`config.mk`:
```
export PLATFORM = sky130hd
export DESIGN_NAME = sh4a_issue
export DESIGN_NICKNAME = d
export VERILOG_FILES = /design/src/rtl/sh4a_issue.sv
export SDC_FILE = /design/constraint.sdc
export NUM_CORES = 1
export LEC_CHECK = 0
export ABC_AREA = 1
export BUFFER_PORTS_ARGS = -buffer_cell sky130_fd_sc_hd__buf_2
export CORE_UTILIZATION = 57
export DETAILED_ROUTE_END_ITERATION = 7
export PLACE_DENSITY_LB_ADDON = 0.1
export SYNTH_ARGS = -nofsm -noshare
export SYNTH_HDL_FRONTEND = slang
export SYNTH_SLANG_ARGS = --single-unit
```
`constraint.sdc`:
```
create_clock -name clk -period 4.43 [get_ports clk]
set_input_delay 0 -clock clk [delete_from_list [all_inputs] [get_ports clk]]
set_output_delay 0 -clock clk [all_outputs]
set_load 0.05 [all_outputs]
```
`src/rtl/sh4a_issue.sv`:
```
// In-order issue stage: 64-entry register scoreboard, execution-unit routing onto one
// registered issue bus, and illegal/privileged fault sequencing (RUN -> DRAIN -> FAULT).
module sh4a_issue #(
  parameter int unsigned MUL_LATENCY = 4
) (
  input  logic        clk,
  input  logic        reset,
  input  logic        dec_valid,
  output logic        dec_ready,
  input  logic        dec_insn_valid,
  input  logic        dec_privileged,
  input  logic        dec_src1_valid,
  input  logic        dec_src2_valid,
  input  logic        dec_dest_valid,
  input  logic        dec_imm_valid,
  input  logic [5:0]  dec_src1_reg,
  input  logic [5:0]  dec_src2_reg,
  input  logic [5:0]  dec_dest_reg,
  input  logic [31:0] dec_imm,
  input  logic [5:0]  dec_op,
  input  logic        priv_mode,
  input  logic        lsu_ready,
  input  logic        wb_valid,
  input  logic [5:0]  wb_reg,
  output logic        iss_valid,
  output logic [1:0]  iss_unit,
  output logic [5:0]  iss_op,
  output logic [5:0]  iss_src1,
  output logic [5:0]  iss_src2,
  output logic [5:0]  iss_dest,
  output logic        iss_dest_valid,
  output logic [31:0] iss_imm,
  output logic        mul_done,
  output logic        exc_valid,
  output logic [1:0]  exc_code,
  input  logic        exc_ack
);

  localparam logic [5:0] REG_MACL    = 6'd17;
  localparam logic [5:0] REG_CONST_0 = 6'd62;
  localparam logic [5:0] REG_CONST_1 = 6'd63;
  localparam logic [5:0] OP_MULTIPLY = 6'd12;
  localparam logic [5:0] OP_STORE8   = 6'd20;
  localparam logic [5:0] OP_STORE16  = 6'd21;
  localparam logic [5:0] OP_STORE32  = 6'd22;
  localparam logic [1:0] UNIT_ALU    = 2'd0;
  localparam logic [1:0] UNIT_MUL    = 2'd1;
  localparam logic [1:0] UNIT_LSU    = 2'd2;
  localparam int unsigned CntW = $clog2(MUL_LATENCY + 1);

  typedef enum logic [1:0] {StRun, StDrain, StFault} state_e;

  state_e          state_q, state_d;
  logic [63:0]     busy_q, busy_d;
  logic [CntW-1:0] mul_count_q, mul_count_d;
  logic [1:0]      exc_code_q, exc_code_d;
  logic [1:0]      unit;
  logic            is_mul, illegal, priv_fault, fault, hazard, unit_avail, accept, mul_start;

  always_comb begin
    case (dec_op)
      OP_MULTIPLY:                       unit = UNIT_MUL;
      OP_STORE8, OP_STORE16, OP_STORE32: unit = UNIT_LSU;
      default:                           unit = UNIT_ALU;
    endcase
  end

  assign is_mul     = (unit == UNIT_MUL);
  assign illegal    = dec_valid && !dec_insn_valid;
  assign priv_fault = dec_valid && dec_insn_valid && dec_privileged && !priv_mode;
  assign fault      = illegal || priv_fault;

  // Hazards read only the registered scoreboard; a same-cycle writeback does not bypass.
  assign hazard = (dec_src1_valid && busy_q[dec_src1_reg]) ||
                  (dec_src2_valid && busy_q[dec_src2_reg]) ||
                  (dec_dest_valid && busy_q[dec_dest_reg]) ||
                  (is_mul && busy_q[REG_MACL]);

  always_comb begin
    case (unit)
      UNIT_MUL: unit_avail = (mul_count_q == '0);
      UNIT_LSU: unit_avail = lsu_ready;
      default:  unit_avail = 1'b1;
    endcase
  end

  assign dec_ready = (state_q == StRun) && (fault || (!hazard && unit_avail));
  assign accept    = dec_valid && dec_ready && !fault;

  // The multiply latency counts from the cycle the MUL sits on the issue bus.
  assign mul_start = iss_valid && (iss_unit == UNIT_MUL);
  assign mul_done  = (mul_count_q == CntW'(1));
  assign exc_valid = (state_q == StFault);
  assign exc_code  = exc_code_q;

  always_comb begin
    mul_count_d = mul_count_q;
    if (mul_start) begin
      mul_count_d = CntW'(MUL_LATENCY);
    end else if (mul_count_q != '0) begin
      mul_count_d = mul_count_q - CntW'(1);
    end
  end

  always_comb begin
    busy_d = busy_q;
    if (wb_valid) busy_d[wb_reg] = 1'b0;
    if (mul_done) busy_d[REG_MACL] = 1'b0;
    if (accept && dec_dest_valid) busy_d[dec_dest_reg] = 1'b1;
    if (accept && is_mul) busy_d[REG_MACL] = 1'b1;
    busy_d[REG_CONST_0] = 1'b0;
    busy_d[REG_CONST_1] = 1'b0;
  end

  always_comb begin
    state_d    = state_q;
    exc_code_d = exc_code_q;
    case (state_q)
      StRun: begin
        if (fault) begin
          state_d    = StDrain;
          exc_code_d = illegal ? 2'b01 : 2'b10;
        end
      end
      StDrain: begin
        if (busy_q == '0 && mul_count_q == '0) state_d = StFault;
      end
      StFault: begin
        if (exc_ack) state_d = StRun;
      end
      default: state_d = StRun;
    endcase
  end

  always_ff @(posedge clk or posedge reset) begin
    if (reset) begin
      state_q        <= StRun;
      busy_q         <= '0;
      mul_count_q    <= '0;
      exc_code_q     <= 2'b00;
      iss_valid      <= 1'b0;
      iss_unit       <= '0;
      iss_op         <= '0;
      iss_src1       <= '0;
      iss_src2       <= '0;
      iss_dest       <= '0;
      iss_dest_valid <= 1'b0;
      iss_imm        <= '0;
    end else begin
      state_q     <= state_d;
      busy_q      <= busy_d;
      mul_count_q <= mul_count_d;
      exc_code_q  <= exc_code_d;
      iss_valid   <= accept;
      if (accept) begin
        iss_unit       <= unit;
        iss_op         <= dec_op;
        iss_src1       <= dec_src1_reg;
        iss_src2       <= dec_src2_reg;
        iss_dest       <= dec_dest_reg;
        iss_dest_valid <= dec_dest_valid;
        iss_imm        <= dec_imm_valid ? dec_imm : 32'h0;
      end
    end
  end

endmodule
```
==> reports/metrics.yaml, run 1 <==
grt_pass1_wl_um: 43170
postRouteAntennaNets: 0
drtIter0Drc: 1137
die_w_um: 121.3
path_clk_slew_ns: 0.06
routed_wirelength_um: 27760
cp_top_family: "simple AND/OR/NAND/NOR gates"
synth.top_cells.by_count: "488 x nand2_1, 129 x dfrtp_1, 102 x nand3_1, 86 x nor2_1, 78 x o21ai_0"
fin_tns_setup_ns: 0
ys_seq_area_frac: 0.3981
drv_cap: 0
path_common_cell: "nand2_1"
critPathLaunch: "busy_q[33]"
dieArea_um2: 14710
fmax_mhz: 383.9
clk_latency_ns: 0.43
io_pins: 140
synth-main-ff-cell: "dfrtp_1"
grt_antenna_before_repair: 0
synth_mux_area_frac: 0
r2r-end: "busy_q[37]"
io_buffer_count: 139
drive_gt1_frac: 0.1421
firstDrtPassIters: 7
worst-setup-path-type: "register to register"
worst_ep_required_time_ns: 4.79
crit_chain: "a21oi_1, o21ai_0, nand3_1, nand2_1, nand2_1, nand3_1, nand3_1, nand2_1, nand2_1, inv_2, nor2_4, buf_4, nand4_1, nand2_1"
cts_hold_buf: 49
core_um2: 13880
yosys.area_share.adder: 0.009258
synth_edf_count: 0
r2r_cells: 14
hp-start: "wb_reg[0]"
h-tree-depth: 4
cpMaxStageDelayCell: "buf_4"
grt_remaining_overflow: 0
rr_startpoint: "busy_q[33]"
syn-instance-count: 1220
async_reset_ff_frac: 1.000
fin_cells: 1559
drc: 0
synth_top_family_by_area: "simple AND/OR/NAND/NOR gates"
fin_crit_sh: 0.5880
crit_buf_inv: 2
row_count: 43
cts_root_buf: "clkbuf_16"
start_kind: "register"
syn_area_um2: 8109
synth_compound_area_frac: 0.1015
utilization: 0.7127
synthSimpleGateAreaFrac: 0.4107
wl_per_cell_um: 17.81
drv_slew: 0
cts_tree: "yes"
cp.arrival_ns: 2.96
fin_worst_skew_ns: 0.007268
synth.most_common_cell: "nand2_1"
rrSetupSlack_ns: 1.83
nets: 1448
grt_usage: 0.3841
min_to: "busy_q[42]"
synth_top_cell_area_share: 0.3981
hold_path_depth: 5
start_util: 0.5842
final-setup-viol-count: 0
max_slew_margin: 0.4776
fin_crit_ns: 2.605
num_vias: 9182
numCtsBuffers: 17
clock_path_buffers: 2
hold_class: "input port to register"
cts.sinks: 129
grt_max_degree: 81
synth_area_leaders: "dfrtp_1 40%, nand2_1 23%, nand3_1 6.3%, nand4_1 5.2%, o21ai_0 4.8%"
yosys.area.top_type: "dfrtp_1"
leakage_nw: 5.166
cp_max_fo: 62
synth_nets: 1301
worst_slew_pin_slew_ns: 0.7765
power_density_nw_per_um2: 556.1
worst_slack_ns: 1.825
synth.distinct_cells: 32
rsz0062_at_grt: "false"
gp_congestion: 0.9903
status: "finished clean"
area_delta_synth_final_pct: 22.00
dp_slack_ns: 1.598
post-place-cells: 1479
hold_viol: 0
ys_warn_count: 0
avgSynthCellArea_um2: 6.647
ir_drop_uv: 333.7
synth-seq-cells: 129
via_per_inst: 5.890
dp_hpwl_um: 17960
antenna_cells: 0
postCtsSetupBuffers: 0
whs_ns: 0.02916
synth_xor_xnor_area_share: 0.001080
worstSetupEndpointType: "register"
grt_pass1_vias: 8240
die_h_um: 121.3
critical_path.max_stage_delay_ns: 0.55
ctsResizeCount: 0
[logic make-up (layout without fill, tap and decap cells)]
| group | after synthesis | in the layout |
|---|---|---|
| AOI/OAI and AO/OA | 156 | 156 |
| DFF | 129 | 129 |
| adders and majority gates | 6 | 6 |
| buffers and inverters | 144 | 303 |
| xor gates and xnor gates | 1 | 1 |
| and+or+nand+nor | 784 | 784 |
[worst reg2reg max path, cell delays in order, from the launching register on]
cell and delay, ns:
dfrtp_1 0.49, a21oi_1 0.15, o21ai_0 0.10, nand3_1 0.13
nand2_1 0.08, nand2_1 0.06, nand3_1 0.07, nand3_1 0.09
nand2_1 0.07, nand2_1 0.19, inv_2 0.08, nor2_4 0.14
buf_4 0.55, nand4_1 0.22, nand2_1 0.12
[sequential cells by signal, indices dropped and copies added, names as in the netlist]
| signal | count |
|---|---|
| iss_dest | 6 |
| iss_op | 6 |
| iss_dest_valid | 1 |
| iss_src2 | 6 |
| mul_count_q | 3 |
| iss_unit | 2 |
| iss_imm | 32 |
| exc_code | 2 |
| iss_src1 | 6 |
| iss_valid | 1 |
| state_q | 2 |
| busy_q | 62 |
[metrics by stage]
step,cell area [um2],power [mW]
6_report,9893,5.502
5_1_grt,9893,5.732
4_1_cts,9893,5.451
3_5_place_dp,8756,3.859
3_3_place_gp,8756,3.834
2_1_floorplan,8109,3.332
[worst max path at each step]
stage | cells past startpoint | slack [ns] | end
floorplan | 1 | 0.99 | busy_q[0]
global placement | 16 | 1.63 | busy_q[53]
detailed placement | 16 | 1.60 | busy_q[17]
CTS | 14 | 1.92 | busy_q[37]
global route | 16 | 1.56 | busy_q[12]
finish | 14 | 1.83 | busy_q[37]
[final cells by class]
type                       instances  area (um2)
timing repair buffer             195        1251
tap                              180       225.2
fill                            1150        3988
clock inverter                    13       207.7
sequential                       129        3228
multi-input combinational        947        4250
inverter                          77       291.5
clock buffer                      18       439.2
[routing by layer]
metal  vias up  wire (um)  global-route usage  part of all wire
li1       4323          -                   -                 -
met1      4208      11340              0.5284              0.41
met2       572      12490              0.5654              0.45
met3        79       3048              0.1100              0.11
met4         0        881              0.1590             0.032
met5         -          0                   0                 0
[cell usage in the layout (no fill, tap or decap), types with 15 or more instances in the layout]
master,instances
nand2_1,488
buf_2,139
dfrtp_1,129
nand3_1,102
nor2_1,85
o21ai_0,78
inv_1,69
nand4_1,67
o21ai_1,50
dlygate4sd3_1,49
nor3_1,18
clkbuf_16,17
nor4_1,16
a21oi_1,15
[power breakdown]
| group | total, mW | internal [mW] | switching, mW |
|---|---|---|---|
| logic | 2.23 | 0.513 | 1.72 |
| clock network | 1.57 | 1.01 | 0.555 |
| registers | 1.70 | 1.49 | 0.209 |
Power figures use the tool's default switching activity.
==> run 2: changes to the inputs <==
--- a/config.mk
+++ b/config.mk
@@ -5,9 +5,9 @@
 export SDC_FILE = /design/constraint.sdc
 export NUM_CORES = 1
 export LEC_CHECK = 0
-export ABC_AREA = 1
+export ABC_AREA = 0
 export BUFFER_PORTS_ARGS = -buffer_cell sky130_fd_sc_hd__buf_2
-export CORE_UTILIZATION = 57
+export CORE_UTILIZATION = 51
 export DETAILED_ROUTE_END_ITERATION = 7
 export PLACE_DENSITY_LB_ADDON = 0.1
 export SYNTH_ARGS = -nofsm -noshare
==> constraint.sdc (replaced) <==
create_clock -name clk -period 2.3 [get_ports clk]
set_input_delay 0 -clock clk [delete_from_list [all_inputs] [get_ports clk]]
set_output_delay 0 -clock clk [all_outputs]
set_load 0.05 [all_outputs]
==> run 2 against run 1 <==
  * The flow now finishes with violations (setup timing)
  * Clock skew up 0.0061 ns
  * Area after synthesis down 7.7%
  * Synthesized cell count down 42%
  * Register-to-register slack worse by 2.3 ns
  * Critical endpoint is now iss_op[0]
  * Die area up 3.1%
==> reports/metrics.yaml, run 2 <==
cts_tree: "yes"
seqCellArea_um2: 3228  # unchanged
n_fill_cell: 851  # -26%
post-place-cells: 1104  # -25%
clock_path_buffers: 2  # unchanged
power_mw: 10.32  # +88%
regMostFlops: "busy_q"
synth_area_leaders: "dfrtp_1 43%, mux2i_1 8.8%, mux4_2 7.2%, o31ai_1 6.1%, mux2_2 5.7%"
async_reset_ff_frac: 1.000  # unchanged
core_um2: 14100  # +1.6%
leakage_nw: 5.119  # -0.92%
grt_antenna_before_repair: 1  # +1
violations: "setup timing"
cts_root_buf: "clkbuf_16"
final_cell_mix: "138 x buf_2, 129 x dfrtp_1, 116 x buf_4"
syn-instance-count: 707  # -42%
power_density_nw_per_um2: 912.5  # +64%
yosys.area.top_type: "dfrtp_1"
synth.top_cells.by_count: "129 x dfrtp_1, 67 x o21ai_0, 66 x mux2i_1, 61 x o31ai_1, 48 x nand2_1"
fmax_mhz: 363.3  # -5.4%
ir_drop_uv: 797.7  # +140%
fin_crit_ns: 2.753  # +0.1481 ns
worst-setup-path-type: "register to register"
synth.most_common_cell: "dfrtp_1"
fin_cells: 1202  # -23%
grt_usage: 0.3937  # +0.009632
die_h_um: 123.1  # +1.5%
gp_congestion: 1.062  # +7.2%
mostFrequentLayoutCell: "buf_2"
design_area_um2: 11310  # +14%
drive_gt1_frac: 0.4574  # +0.3153
worstSetupEndpointType: "register"
path_clk_slew_ns: 0.06  # about the same
io_buffer_count: 139  # unchanged
grt_remaining_overflow: 0  # unchanged
nets: 1089  # -25%
h-tree-depth: 4  # unchanged
start_kind: "register"
rsz0062_at_grt: "true"
synth_compound_area_frac: 0.1647  # +0.06322
numCtsBuffers: 17  # unchanged
via_per_inst: 6.337  # +7.6%
dieArea_um2: 15160  # +3.1%
drv_cap: 0  # unchanged
status: "finished with violations"
whs_ns: 0.03995  # +0.01079 ns
synth_xor_xnor_area_share: 0.001171  # +0.00009068
clk_latency_ns: 0.44  # about the same
routed_wirelength_um: 28990  # +4.4%
io_pins: 140  # unchanged
hold_viol: 0  # unchanged
synthSimpleGateAreaFrac: 0.1166  # -0.2942
cp.arrival_ns: 3.07  # +0.11 ns
synth.distinct_cells: 55  # +72%
largest_registers: "busy_q x62, iss_imm x32"
postRouteAntennaNets: 0  # unchanged
cp_max_fo: 16  # -74%
synth_top_family_by_area: "multiplexers"
avgSynthCellArea_um2: 10.58  # +59%
num_vias: 7617  # -17%
synth_top_cell_area_share: 0.4315  # +0.03342
grt_pass1_vias: 7625  # -7.5%
largest_reg_flops: 62  # unchanged
multiInputGateArea_um2: 4523  # +6.4%
die_w_um: 123.1  # +1.5%
fin_worst_skew_ns: 0.01334  # +0.006073 ns
max_slew_margin: 0.3107  # -0.1668
cts.sinks: 129  # unchanged
synth-seq-cells: 129  # unchanged
grt_pass1_wl_um: 42960  # -0.50%
dp_hpwl_um: 18810  # +4.7%
hold_class: "input port to register"
synth_nets: 788  # -39%
place_area_um2: 9194  # +5.0%
firstDrtPassIters: 6  # -1
final-setup-viol-count: 123  # +123
drtIter0Drc: 788  # -31%
grt_max_degree: 130  # +60%
area_delta_synth_final_pct: 51.20
wl_per_cell_um: 24.12  # +35%
synth_edf_count: 0  # unchanged
worst_ep_required_time_ns: 2.61  # -2.18 ns
synth-main-ff-cell: "dfrtp_1"
ys_seq_area_frac: 0.4315  # +0.03342
fin_crit_sh: 1.197  # +0.6089
worst_slack_ns: -0.4529  # -2.278 ns
ys_warn_count: 0  # unchanged
drv_slew: 0  # unchanged
yosys.area_share.adder: 0.01004  # +0.0007773
fin_tns_setup_ns: -47.38  # -47.38 ns
row_count: 43  # unchanged
worst_slew_pin_slew_ns: 1.031  # +0.2543 ns
start_util: 0.5307  # -0.05348
drc: 0  # unchanged
syn_area_um2: 7481  # -7.7%
synth_mux_area_frac: 0.2178  # +0.2178
## run 2: changes by cell type after synthesis, sizes merged, moves of 38 or more
cell / change
nand2: -441
nand3: -84
nor2: -71
mux2i: +66
o21ai: -66
o31ai: +61
nand4: -59
mux2: +38
## run 2: stage by stage
step	util	setup slack, ns
floorplan	-	-0.2492
global placement	0.6522	-0.3977
detailed placement	0.6522	-0.5408
CTS	0.7794	-0.4340
global route	0.8022	-0.5009
finish	0.8024	-0.4529
## run 2: what timing repair did
action,4_1_cts,5_1_grt
cloned,5,2
endpoints found under the hold margin,183,0
hold buffers,53,0
setup endpoints to repair,123,125
pin swaps,13,10
setup buffers,4,1
gates resized for setup,96,44
## run 2: final cells by class
cell class                      instances  area share
Antenna cell                            1   0.0002212
Clock buffer                           17     0.03761
Inverter                               49     0.01892
Timing Repair Buffer                  329      0.2256
Multi-Input combinational cell        482      0.3999
Sequential cell                       129      0.2854
Tap cell                              180     0.01991
Clock inverter                         15     0.01250
## run 2: per-layer routing
| layer | GRT usage | routed length (um) | vias up |
|---|---|---|---|
| met4 | 0.1732 | 1229 | 0 |
| met2 | 0.6113 | 13310 | 519 |
| met3 | 0.1098 | 3284 | 114 |
| li1 | - | - | 3279 |
| met5 | 0 | 0 | - |
| met1 | 0.5154 | 11170 | 3705 |
## run 2: cell families after synthesis
logic type / count (synthesis)
xor+xnor: 1
compound gates: 186
buf+inv: 96
simple gates: 161
flops: 129
fa+ha+maj: 6
mux: 128
## run 2: path summary, 6_finish.rpt
kind | start | end | slack, ns | cells after the start
min in group asynchronous | reset | busy_q[32] | 0.26 | 4
setup reg to reg | busy_q[22] | iss_op[0] | -0.45 | 9
max in group asynchronous | reset | busy_q[0] | 1.43 | 4
hold reg to reg | state_q[1] | state_q[0] | 0.49 | 1
hold / removal | dec_src1_reg[0] | iss_src1[0] | 0.04 | 3
setup / recovery | busy_q[22] | iss_op[0] | -0.45 | 9
## run 2: worst max-delay path: stages (launching register included)
cell and delay (ns):
dfrtp_1 0.39, mux4_2 0.49, mux2i_1 0.19, o211ai_1 0.11, and4b_2 0.26, a2111oi_4 0.41
nand3_4 0.12, buf_12 0.19, buf_12 0.17, mux2_2 0.30
## run 2: power by group
| part | switching [mW] | total, mW | internal (mW) |
|---|---|---|---|
| sequential | 0.333 | 3.20 | 2.86 |
| clock | 1.20 | 2.63 | 1.43 |
| combinational | 3.17 | 4.49 | 1.32 |
==> run 3: changes to the inputs <==
--- a/config.mk
+++ b/config.mk
@@ -7,6 +7,7 @@
 export LEC_CHECK = 0
 export ABC_AREA = 0
 export BUFFER_PORTS_ARGS = -buffer_cell sky130_fd_sc_hd__buf_2
+export CORE_ASPECT_RATIO = 0.7
 export CORE_UTILIZATION = 51
 export DETAILED_ROUTE_END_ITERATION = 7
 export PLACE_DENSITY_LB_ADDON = 0.1
==> constraint.sdc (replaced) <==
create_clock -name clk -period 2.3 [get_ports clk]
set_input_delay 0.345 -clock clk [delete_from_list [all_inputs] [get_ports clk]]
set_output_delay 0.345 -clock clk [all_outputs]
set_load 0.05 [all_outputs]
==> run 3 against run 2 <==
  * The run still ends with setup timing left
  * Design area down 4.8%
  * Final cell count down 0.33%
  * Routed wire length grew 1.9%
  * Worst hold slack improved by 0.067 ns
  * Power grew 0.56%
  * Global-route usage rose by 0.31 points
  * Non-clock buffer count shrank 13
  * Clock skew fell by 0.0030 ns
  * Fmax fell by 14%
  * Critical path depth unchanged
  * Critical path type is now register to output port
  * Critical endpoint is now dec_ready
==> reports/metrics.yaml, run 3 (same netlist as run 2, synthesis figures left out) <==
critical_path.max_stage_delay_ns: 0.48  # about the same
largest_registers: "busy_q x62, iss_imm x32"
grt_usage: 0.3968  # +0.003054
fmax_mhz: 313.8  # -14%
row_count: 36  # -16%
fin_crit_sh: 1.386  # +0.1888
cp.arrival_ns: 2.84  # -0.23 ns
max_slew_margin: 0.5303  # +0.2196
post-place-cells: 1148  # +4.0%
ir_drop_uv: 841.2  # +5.5%
hold_class: "input port to async pin"
cp_max_fo: 4  # -12
routed_wirelength_um: 29540  # +1.9%
path_clk_slew_ns: 0.06  # about the same
clk_latency_ns: 0.43  # about the same
wl_per_cell_um: 24.66  # +2.2%
grt_pass1_vias: 7272  # -4.6%
whs_ns: 0.1070  # +0.06708 ns
seqCellArea_um2: 3232  # +0.12%
drv_cap: 0  # unchanged
firstDrtPassIters: 6  # unchanged
worst_slew_pin_slew_ns: 0.7046  # -0.3263 ns
fin_crit_ns: 3.187  # +0.4343 ns
area_delta_synth_final_pct: 43.97
start_kind: "register"
cts_root_buf: "clkbuf_16"
place_area_um2: 9560  # +4.0%
postRouteAntennaNets: 0  # unchanged
nets: 1076  # -1.2%
grt_pass1_wl_um: 43350  # +0.91%
numCtsBuffers: 17  # unchanged
dieArea_um2: 15160  # about the same
start_util: 0.5306  # about the same
rsz0062_at_grt: "true"
dp_hpwl_um: 21380  # +14%
drv_slew: 0  # unchanged
crit_chain: "mux2_2, a22oi_1, o221a_2, o22ai_2, o41ai_4, buf_4, nand3_4, a21boi_4, buf_6"
antenna_cells: 0  # -1
io_pins: 140  # unchanged
via_per_inst: 6.402  # +1.0%
fin_cells: 1198  # -0.33%
drive_gt1_frac: 0.4702  # +0.01284
die_w_um: 146.8  # +19%
power_mw: 10.38  # +0.56%
h-tree-depth: 4  # unchanged
design_area_um2: 10770  # -4.8%
grt_max_degree: 130  # unchanged
final_cell_mix: "150 x buf_4, 138 x buf_2, 126 x dfrtp_1"
n_fill_cell: 965  # +13%
num_vias: 7670  # +0.70%
clock_path_buffers: 2  # unchanged
cts.sinks: 129  # unchanged
mostFrequentLayoutCell: "buf_4"
worst_slack_ns: -0.8872  # -0.4343 ns
grt_antenna_before_repair: 1  # unchanged
worstSetupEndpointType: "output port"
multiInputGateArea_um2: 4199  # -7.2%
status: "finished with violations"
cts_hold_buf: 0  # -100%
power_density_nw_per_um2: 963.7  # +5.6%
io_buffer_count: 139  # unchanged
worst-setup-path-type: "register to output port"
drc: 0  # unchanged
regMostFlops: "busy_q"
leakage_nw: 5.036  # -1.6%
worst_ep_required_time_ns: 1.96  # -0.65 ns
gp_congestion: 1.126  # +6.0%
hold_viol: 0  # unchanged
violations: "setup timing"
cpMaxStageDelayCell: "dfrtp_1"
grt_remaining_overflow: 0  # unchanged
largest_reg_flops: 62  # unchanged
die_h_um: 103.3  # -16%
dp_slack_ns: -0.9466  # -0.4058 ns
final-setup-viol-count: 125  # +1.6%
cts_tree: "yes"
core_um2: 14100  # about the same
drtIter0Drc: 927  # +18%
fin_worst_skew_ns: 0.01031  # -0.003027 ns
[run 3: per-stage QoR]
stage | setup TNS [ns] | utilization
2_1_floorplan | -32.37 | -
3_3_place_gp | -91.47 | 0.6781
3_5_place_dp | -100.90 | 0.6781
4_1_cts | -82.43 | 0.7548
5_1_grt | -96.25 | 0.7639
6_report | -89.13 | 0.7639
[run 3: power breakdown]
part	leakage [nW]	switching, mW	internal (mW)
combinational	3.08	3.09	1.28
clock	0.281	1.07	1.71
sequential	1.68	0.357	2.87
total	5.04	4.52	5.86
[run 3: final cells by class]
class / count / area share
Clock buffer: 20 / 0.04054
Multi-Input combinational cell: 482 / 0.3899
Sequential cell: 129 / 0.3001
Clock inverter: 12 / 0.01464
Inverter: 49 / 0.01812
Tap cell: 190 / 0.02207
Timing Repair Buffer: 316 / 0.2147
[run 3: worst max-delay path, delay by kind of cell (launching register included)]
kind / cells / cell delay [ns]
buffers and inverters: 2 / 0.37
DFF: 1 / 0.48
muxes: 1 / 0.31
and+or+nand+nor: 1 / 0.08
AOI/OAI and AO/OA: 5 / 1.17
[run 3: routing by layer]
metal  GRT usage  up-vias  routed length (um)
met5     0.03125        -                  69
met4      0.1082        2                 526
met3      0.1930       81                4661
met2      0.5549      595               12270
met1      0.5414     3744               12010
li1            -     3248                   -
[run 3: what timing repair did]
action / in CTS / in global routing
resized for setup: 58 / 18
buffers inserted: 9 / 5
pin swaps: 3 / 3
cloned: 4 / 0
setup endpoints to repair: 123 / 125
[run 3: final timing paths]
check | cells past startpoint | endpoint | startpoint | slack (ns)
min | 3 | iss_imm[8] | reset | 0.11
max | 9 | dec_ready | busy_q[8] | -0.89
max reg2reg | 11 | iss_src1[5] | busy_q[8] | -0.83
max in group asynchronous | 3 | busy_q[47] | reset | 1.65
min in group clk | 2 | exc_code[0] | dec_insn_valid | 0.14
min reg2reg | 1 | iss_src2[5] | iss_src2[5] | 0.50
